==> src/rtl/prompt_sequencer_pkg.sv <==
// ----------------------------------------------------------------------------
// prompt_sequencer_pkg
// Shared definitions for the prompt sequencer: FSM state encoding, the 3-bit
// button codes presented to the button checker, and the LFSR step function.
// ----------------------------------------------------------------------------
package prompt_sequencer_pkg;

  typedef enum logic [2:0] {
    S_IDLE    = 3'd0,
    S_GEN     = 3'd1,
    S_ISSUE   = 3'd2,
    S_WAIT    = 3'd3,
    S_RELEASE = 3'd4,
    S_OVER    = 3'd5
  } state_t;

  // Code 0 never reaches the checker; it only appears after reset.
  typedef enum logic [2:0] {
    BTN_NONE  = 3'd0,
    BTN_A     = 3'd1,
    BTN_B     = 3'd2,
    BTN_SEL   = 3'd3,
    BTN_UP    = 3'd4,
    BTN_DOWN  = 3'd5,
    BTN_LEFT  = 3'd6,
    BTN_RIGHT = 3'd7
  } btn_t;

  // Right-shifting Galois form of x^8 + x^6 + x^5 + x^4 + 1.
  localparam logic [7:0] LFSR_TAPS = 8'hB8;

  function automatic logic [7:0] lfsr_step(input logic [7:0] v);
    return {1'b0, v[7:1]} ^ (v[0] ? LFSR_TAPS : 8'h00);
  endfunction

endpackage

==> src/rtl/prompt_lfsr.sv <==
// ----------------------------------------------------------------------------
// prompt_lfsr
// 8-bit Galois LFSR that supplies random button codes. Loads SEED on reset and
// advances one step per cycle while en_i is high.
//   clk     in   system clock
//   rst     in   synchronous active-low reset (loads SEED)
//   en_i    in   advance the LFSR this cycle
//   code_o  out  low three bits of the current LFSR value
// ----------------------------------------------------------------------------
module prompt_lfsr
  import prompt_sequencer_pkg::*;
#(
  parameter logic [7:0] SEED = 8'hA5
) (
  input  logic       clk,
  input  logic       rst,
  input  logic       en_i,
  output logic [2:0] code_o
);

  logic [7:0] lfsr_q;

  // NOTE: sequential state is written with <= only, so every register samples
  // the pre-edge values and process ordering cannot change the result.
  always_ff @(posedge clk) begin
    if (!rst) begin
      lfsr_q <= SEED;
    end else if (en_i) begin
      lfsr_q <= lfsr_step(lfsr_q);
    end
  end

  assign code_o = lfsr_q[2:0];

endmodule

==> src/rtl/prompt_sequencer.sv <==
// ----------------------------------------------------------------------------
// prompt_sequencer
// Game controller: draws a random button prompt, enables the button checker,
// waits for a response or a timeout, and keeps score, lives and round count.
//   clk          in   system clock
//   rst          in   synchronous active-low reset
//   start        in   begin a new game from IDLE or OVER
//   chk_done     in   button checker finished
//   chk_correct  in   one-cycle pulse, one cycle before chk_done, on a hit
//   chk_en       out  enable to the button checker
//   chk_val      out  expected button code (1..7)
//   chk_rst_n    out  one-cycle active-low abort to the checker on timeout
//   score        out  correct responses this game (saturating)
//   lives        out  remaining lives
//   round        out  prompts issued this game (wraps)
//   busy         out  game in progress
//   game_over    out  game finished, final results held
// ----------------------------------------------------------------------------
module prompt_sequencer
  import prompt_sequencer_pkg::*;
#(
  parameter logic [31:0] TIMEOUT = 32'd50_000_000,
  parameter logic [1:0]  LIVES   = 2'd3,
  parameter logic [7:0]  SEED    = 8'hA5
) (
  input  logic       clk,
  input  logic       rst,
  input  logic       start,
  input  logic       chk_done,
  input  logic       chk_correct,
  output logic       chk_en,
  output logic [2:0] chk_val,
  output logic       chk_rst_n,
  output logic [7:0] score,
  output logic [1:0] lives,
  output logic [7:0] round,
  output logic       busy,
  output logic       game_over
);

  state_t      state_q, state_d;
  btn_t        chk_val_q, chk_val_d;
  logic        chk_en_q, chk_en_d;
  logic        chk_rst_n_q, chk_rst_n_d;
  logic [7:0]  score_q, score_d;
  logic [1:0]  lives_q, lives_d;
  logic [7:0]  round_q, round_d;
  logic        busy_q, busy_d;
  logic        over_q, over_d;
  logic        hit_q, hit_d;
  logic [31:0] cnt_q, cnt_d;

  logic        lfsr_en;
  logic [2:0]  lfsr_code;
  logic        timeout_hit;
  logic [1:0]  lives_dec;

  prompt_lfsr #(.SEED(SEED)) u_lfsr (
    .clk    (clk),
    .rst    (rst),
    .en_i   (lfsr_en),
    .code_o (lfsr_code)
  );

  // cnt_q is 1 on the first WAIT cycle, so TIMEOUT-1 here lands the abort
  // pulse TIMEOUT cycles after ISSUE.
  assign timeout_hit = (cnt_q >= TIMEOUT - 32'd1);
  assign lives_dec   = (lives_q != 2'd0) ? lives_q - 2'd1 : 2'd0;

  // NOTE: every variable gets a default before the case so no path leaves it
  // unassigned, which would otherwise infer a latch.
  always_comb begin
    state_d     = state_q;
    chk_val_d   = chk_val_q;
    chk_rst_n_d = 1'b1;
    score_d     = score_q;
    lives_d     = lives_q;
    round_d     = round_q;
    hit_d       = hit_q;
    cnt_d       = cnt_q;
    lfsr_en     = 1'b0;

    unique case (state_q)
      S_IDLE, S_OVER: begin
        if (start) begin
          state_d = S_GEN;
          score_d = 8'd0;
          round_d = 8'd0;
          lives_d = LIVES;
        end
      end
      S_GEN: begin
        lfsr_en = 1'b1;
        if (lfsr_code != 3'd0) begin
          chk_val_d = btn_t'(lfsr_code);
          state_d   = S_ISSUE;
          // Bumped on entry so the new round is visible while in ISSUE.
          round_d   = round_q + 8'd1;
          cnt_d     = 32'd0;
        end
      end
      S_ISSUE: begin
        cnt_d   = cnt_q + 32'd1;
        state_d = S_WAIT;
      end
      S_WAIT: begin
        cnt_d = cnt_q + 32'd1;
        if (chk_correct) hit_d = 1'b1;
        if (chk_done) begin
          // A correct pulse coincident with done still counts as a hit.
          if (hit_q || chk_correct) begin
            score_d = (score_q != 8'hFF) ? score_q + 8'd1 : score_q;
          end else begin
            lives_d = lives_dec;
          end
          hit_d   = 1'b0;
          state_d = S_RELEASE;
        end else if (timeout_hit) begin
          chk_rst_n_d = 1'b0;
          lives_d     = lives_dec;
          hit_d       = 1'b0;
          state_d     = S_RELEASE;
        end
      end
      S_RELEASE: begin
        hit_d = 1'b0;
        if (!chk_done) state_d = (lives_q == 2'd0) ? S_OVER : S_GEN;
      end
      default: state_d = S_IDLE;
    endcase

    // Registered outputs derive from the next state so they change on entry.
    chk_en_d = (state_d == S_ISSUE) || (state_d == S_WAIT);
    busy_d   = (state_d != S_IDLE) && (state_d != S_OVER);
    over_d   = (state_d == S_OVER);
  end

  // NOTE: reset is synchronous and clears every register here; there is no
  // memory array, so nothing is left uninitialised by skipping a reset.
  always_ff @(posedge clk) begin
    if (!rst) begin
      state_q     <= S_IDLE;
      chk_val_q   <= BTN_NONE;
      chk_en_q    <= 1'b0;
      chk_rst_n_q <= 1'b1;
      score_q     <= 8'd0;
      lives_q     <= 2'd0;
      round_q     <= 8'd0;
      busy_q      <= 1'b0;
      over_q      <= 1'b0;
      hit_q       <= 1'b0;
      cnt_q       <= 32'd0;
    end else begin
      state_q     <= state_d;
      chk_val_q   <= chk_val_d;
      chk_en_q    <= chk_en_d;
      chk_rst_n_q <= chk_rst_n_d;
      score_q     <= score_d;
      lives_q     <= lives_d;
      round_q     <= round_d;
      busy_q      <= busy_d;
      over_q      <= over_d;
      hit_q       <= hit_d;
      cnt_q       <= cnt_d;
    end
  end

  assign chk_en    = chk_en_q;
  assign chk_val   = chk_val_q;
  assign chk_rst_n = chk_rst_n_q;
  assign score     = score_q;
  assign lives     = lives_q;
  assign round     = round_q;
  assign busy      = busy_q;
  assign game_over = over_q;

endmodule

==> config.mk <==
export PLATFORM = sky130hd
export DESIGN_NAME = prompt_sequencer
export DESIGN_NICKNAME = d
export VERILOG_FILES = /design/src/rtl/prompt_sequencer_pkg.sv /design/src/rtl/prompt_lfsr.sv /design/src/rtl/prompt_sequencer.sv
export SDC_FILE = /design/constraint.sdc
export NUM_CORES = 1
export LEC_CHECK = 0
export BUFFER_PORTS_ARGS = -buffer_cell sky130_fd_sc_hd__clkbuf_2
export CORE_MARGIN = 3
export CORE_UTILIZATION = 45
export CTS_BUF_LIST = sky130_fd_sc_hd__clkbuf_8
export CTS_CLUSTER_SIZE = 30
export DETAILED_ROUTE_END_ITERATION = 8
export PLACE_DENSITY = 0.73
export SYNTH_ARGS = -nofsm -noshare
export SYNTH_HDL_FRONTEND = slang
export SYNTH_SLANG_ARGS = --single-unit
==> constraint.sdc <==
create_clock -name clk -period 4.2 [get_ports clk]
set_clock_uncertainty 0.05 [all_clocks]
set_input_delay 1.26 -clock clk [delete_from_list [all_inputs] [get_ports clk]]
set_output_delay 1.26 -clock clk [all_outputs]
set_load 0.02 [all_outputs]
# == Word-level counts from Yosys, hierarchy flattened ==
# Cells that the tools add are included.
# classes
n_addsub,4
multipliers,0
n_div,0
n_lt_le_gt_ge,1
eq_ne,18
shift,0
muxes,29
n_bitwise,3
reduce_logical,21
# op_table
operator,count
32-bit case mux with 2 select lines,1
8-bit two-way mux,6
"32-bit by 1-bit adder with 32-bit output, second input constant",1
"32-bit by 26-bit >= comparator with 1-bit output, second input constant",1
32-bit two-way mux,1
8-bit case mux with 2 select lines,2
3-bit two-way mux,6
"8-bit by 1-bit adder with 8-bit output, second input constant",2
3-bit case mux with 5 select lines,1
"3-bit by 2-bit equality test with 1-bit output, second input constant",4
2-bit two-way mux,5
"2-bit inequality test, second input constant",5
2-bit nonzero test,5
"3-bit equality test, second input constant",3
"3-bit inequality test, second input constant",3
"8-bit inequality test, second input constant",1
7-bit by 8-bit XOR with 8-bit output,1
2-bit AND reduction,3
3-bit nonzero test,2
1-bit two-way mux,5
5-bit AND reduction,1
"4-bit inequality test, second input constant",1
2-bit case mux with 2 select lines,1
4-bit AND reduction,1
other kinds (11),14
# word_totals
regBits,69
latch_bits,0
ramBits,0
mem_bits_ro,0
in_bits,5
out_inout_bits,25
word_cells,88
n_memories,0

# == Depth between registers and ports, before layout ==
# depth
ltp_word,6
mapped_depth,8
mapped_depth_nobuf,7

# == By module ==
# Synthesis repeated with hierarchy kept, for this count alone.
# unflattened
cells_unflattened,335
area_unflattened_um2,3020.4
# modules_own_cells
module,n_inst,cells_per_inst,area_per_inst_um2,seq_area_each_um2
prompt_sequencer,1,303,2685.1,1221.2
prompt_lfsr,1,32,335.3,160.2

# == Worst setup path after synthesis ==
# No wires, ideal clock.
# synth_path
path_kind,input-to-reg
start,input chk_done
end,"register busy_q, in the netlist busy"
setup_ps,79
arrival_ps,2288
t_required_ps,4071
path_slack_ps,1783
path_stages,5
path_buffers,0
cell_sequence,o311a_1 > nor3_1 > nor3_2 > nor2b_4 > a211oi_2
# synth_via
elab_chain_len,4
elab_cells_between_ends,6
cone_classes,1 x eq/ne; 3 x mux; 2 x reduce/logical
# synth_lines
element,line,rtl
from (decl),prompt_sequencer.sv:29,"input logic chk_done,"
3-bit two-way mux (on tied branches),"prompt_sequencer.sv:127, prompt_sequencer.sv:109",
3-bit case mux with 5 select lines (*),prompt_sequencer.sv:83,unique case (state_q)
3-bit inequality test / 3-bit nonzero test (equally long branches),prompt_sequencer.sv:134,busy_d = (state_d != S_IDLE) && (state_d != S_OVER);
1-bit logical AND (*),prompt_sequencer.sv:134,
to (signal assigned),prompt_sequencer.sv:161,busy_q <= busy_d;
to (decl),prompt_sequencer.sv:48,"logic busy_q, busy_d;"
# Mark *: on every way between the ends. The rest lies on a longest branch, timed or not.
# A chain may end at the register's enable or synchronous reset.

# == Worst setup path after layout ==
# layout_path
start,register state_q[0]
end,register cnt_q[4]
# layout_via
elab_chain_len,4
elab_cells_between_ends,8
cone_classes,4 x eq/ne; 1 x mux; 3 x reduce/logical
# layout_lines
element,line,rtl
from (decl),prompt_sequencer.sv:41,"state_t state_q, state_d;"
from (signal assigned),prompt_sequencer.sv:154,state_q <= state_d;
3-bit by 2-bit equality test with 1-bit output,prompt_sequencer.sv:83,
2-bit OR reduction (no line),--,
2-bit nonzero test (no line),--,
2-bit AND reduction (no line),--,
to (signal assigned),prompt_sequencer.sv:164,cnt_q <= cnt_d;
to (decl),prompt_sequencer.sv:51,"logic [31:0] cnt_q, cnt_d;"
# Several ways; a longest one is shown, not always the timed one.

==> flow_metrics.env <==
export IMPL_htreeDepth=3
export IMPL_setup_viol=0
export IMPL_grt_overflow=0
export IMPL_cp_end_kind="register"
export IMPL_clockBufferDepth=2
export IMPL_tns_ns=0
export IMPL_maxCapViolations=0
export IMPL_p_switching_mw=0.426
export IMPL_synth_top_area_share=0.438
export IMPL_place_congestion=0.888
export IMPL_slew_headroom=0.320
export IMPL_coreArea_um2=6570
export IMPL_fin_nets=406
export IMPL_outcome="finished, final reports clean"
export IMPL_synth_top_family_by_area="simple AND/OR/NAND/NOR gates"
export IMPL_drt_pass1_iter_count=4
export IMPL_hold_buffers=0
export IMPL_max_freq_mhz=362
export IMPL_regArea_um2=1380
export IMPL_post_cts_setup_buffer_count=0
export IMPL_numPortBuffers=29
export IMPL_met3_usage=0.0529
export IMPL_regToRegEndpoint="cnt_q[4]$_SDFFE_PN0P_"
export IMPL_dp_slack_ns=1.42
export IMPL_cp_required_ns=4.35
export IMPL_r2r_start="state_q[0]$_SDFF_PN0_"
export IMPL_worst_slew_pin_slew_ns=1.02
export IMPL_areaGrowthSynthToFinish_pct=13.8
export IMPL_final_core_util=0.546
export IMPL_die_area_um2=8040
export IMPL_place_area_um2=3360
export IMPL_layout_commonest_cell="dfxtp_1"
export IMPL_rows=29
export IMPL_first_iter_violations=111
export IMPL_worstPathMaxFanout=30
export IMPL_synth_edf_count=0
export IMPL_yosys_area_share_simple=0.283
export IMPL_r2r_cells=4
export IMPL_synth_compound_area_share=0.131
export IMPL_drc_errors=0
export IMPL_leakage_nw=1.29
export IMPL_swShare=0.277
export IMPL_synthXorXnorAreaFrac=0.100
export IMPL_cts_inserted_buffers=9
export IMPL_nFillCells=623
export IMPL_clk_latency_ns=0.35
export IMPL_yosysWarnings=0
export IMPL_via_per_inst=5.23
export IMPL_finalPower_mw=1.54
export IMPL_synth_cell_types=48
export IMPL_power_internal_mw=1.11
export IMPL_grt_usage=0.169
export IMPL_antenna_found_initial=0
export IMPL_grt_busiest_layer="met2"
export IMPL_synthFlopType="dfxtp_1"
export IMPL_crit_chain="nor3b_2 > nand2b_1 > nand2_1 > nor2_1"
export IMPL_finalCritPeriodShare=0.657
export IMPL_met1_usage=0.218
export IMPL_hold_depth=2
export IMPL_rrSetupSlack_ns=1.44
export IMPL_rsz0062_at_grt="false"
export IMPL_path_clk_slew_ns=0.07
export IMPL_hp_start="chk_val[0]$_SDFFE_PN0P_"
export IMPL_hold_path_end="chk_val[0]$_SDFFE_PN0P_"
export IMPL_synth_area_leaders="dfxtp_1 44%, nor2_1 5.7%, xnor2_1 5.3%"
export IMPL_vias=2596
export IMPL_final_cell_mix="69 x dfxtp_1, 48 x nor2_1, 40 x nand2_1"
export IMPL_finalMaxSlewViolations=0
export IMPL_netlist_area_um2=3150
export IMPL_multi_input_area_um2=1690
export IMPL_fin_crit_ns=2.76
export IMPL_hold_violations=0
export IMPL_worst_slack_ns=1.44
export IMPL_syn_inst=371
export IMPL_grt_pass1_vias=2374
export IMPL_async_flop_share=0
export IMPL_drtAntennaViolNets=0
export IMPL_yosys_area_share_adder=0.0119
export IMPL_cpMaxStageDelayCell="nand2_1"
export IMPL_design_area_um2=3590
export IMPL_slowest_delay_ns=0.86
export IMPL_diodes=0
export IMPL_use_met2=0.269
export IMPL_dpl_hpwl_mm=4.47
export IMPL_seqPwrFrac=0.475
export IMPL_combPwrFrac=0.132
export IMPL_start_util=0.480
export IMPL_cts_root_buf="clkbuf_8"
export IMPL_post_cts_resized=0
export IMPL_worstPathArrival_ns=2.91
export IMPL_cts_sinks=69
export IMPL_synth_area_mux_share=0.00992
export IMPL_fp_dieW_um=89.7
export IMPL_crit_path_start_kind="register"
export IMPL_io_pins=30
export IMPL_p_clk_frac=0.393
export IMPL_worstHoldPathType="reg -> reg"
export IMPL_grt_max_degree=31
export IMPL_grt_pass1_wl_mm=10.7
export IMPL_routed_wl_mm=6.40
export IMPL_drive_above_1_share=0.139
export IMPL_p_per_area_nw_per_um2=428
export IMPL_die_h_um=89.7
export IMPL_synth_seq_cells=69
export IMPL_synth_top_area_cell="dfxtp_1"
export IMPL_crit_type="reg -> reg"
export IMPL_avgRoutedWirePerCell_um=12.9
export IMPL_cts_tree="yes"
export IMPL_syn_nets=379
export IMPL_ys_seq_area_frac=0.438
export IMPL_syn_area_per_cell_um2=8.50
export IMPL_path_delay_family="simple AND/OR/NAND/NOR gates"
export IMPL_peakVddDrop_uv=336
export IMPL_path_buf_inv=0
==> how the worst max path moves through the flow <==
stage | startpoint | end | slack [ns] | cells past startpoint
3_3_place_gp | chk_done | score[7]$_SDFFE_PN0P_ | 1.49 | 6
3_5_place_dp | state_q[0]$_SDFF_PN0_ | cnt_q[4]$_SDFFE_PN0P_ | 1.42 | 4
5_1_grt | state_q[0]$_SDFF_PN0_ | cnt_q[4]$_SDFFE_PN0P_ | 1.16 | 4
2_1_floorplan | chk_done | busy$_SDFF_PN0_ | 1.78 | 5
4_1_cts | state_q[0]$_SDFF_PN0_ | cnt_q[4]$_SDFFE_PN0P_ | 1.42 | 4
6_report | state_q[0]$_SDFF_PN0_ | cnt_q[4]$_SDFFE_PN0P_ | 1.44 | 4
==> kinds of logic (layout without fill, tap and decap cells) <==
family	count (synthesis)	after routing
AO/OA/AOI/OAI	62	62
XOR/XNOR	36	36
adder cells (fa/ha/maj)	3	3
buffers and inverters	21	53
flip-flops	69	69
multiplexers	3	3
AND/OR/NAND/NOR	177	177
==> power by group through the flow <==
| stage | clock network, mW | logic (mW) | registers (mW) |
|---|---|---|---|
| after floorplan | 0 | 0.146 | 0.749 |
| after global placement | 0 | 0.199 | 0.742 |
| after detailed placement | 0 | 0.202 | 0.744 |
| after CTS | 0.612 | 0.204 | 0.729 |
| after global routing | 0.633 | 0.227 | 0.735 |
| final | 0.604 | 0.202 | 0.729 |
==> sequential cells by signal, indices dropped and copies added (netlist names) <==
name,count
busy,1
chk_en,1
chk_rst_n,1
chk_val,3
cnt_q,32
game_over,1
hit_q,1
lives,2
round,8
score,8
state_q,3
u_lfsr.lfsr_q,8
==> metrics by stage <==
stage          cells  hold WS [ns]
2_1_floorplan    371         0.382
3_3_place_gp     480         0.402
3_5_place_dp     480         0.400
4_1_cts          496         0.411
5_1_grt          496         0.423
6_report         496         0.411
==> layout make-up <==
cell class / instances / area share
clock buffer: 10 / 0.0384
timing repair buffer: 29 / 0.0405
clock inverter: 6 / 0.0241
inverter: 8 / 0.00837
multi-input combinational: 281 / 0.471
sequential: 69 / 0.385
tap: 93 / 0.0324
==> cells in the mapped netlist, drive strengths merged, types with 9 or more instances <==
| cell | number |
|---|---|
| a21oi | 26 |
| and2 | 9 |
| clkbuf | 11 |
| dfxtp | 69 |
| nand2 | 40 |
| nand3 | 20 |
| nand4 | 12 |
| nor2 | 48 |
| o21ai | 16 |
| or3 | 12 |
| xnor2 | 19 |
| xor2 | 17 |
==> layer usage <==
layer | wire length [um] | share of wire | vias up
li1 | - | - | 1350
met4 | 40 | 0.0062 | 0
met3 | 228 | 0.036 | 4
met1 | 3140 | 0.49 | 1204
met5 | 0 | 0 | -
met2 | 2990 | 0.47 | 38
==> worst register-to-register path, stage by stage (launching register included) <==
cell	delay (ns)
dfxtp_1	0.62
nor3b_2	0.56
nand2b_1	0.38
nand2_1	0.87
nor2_1	0.13
Note: power is estimated with default switching activity, not from simulation.
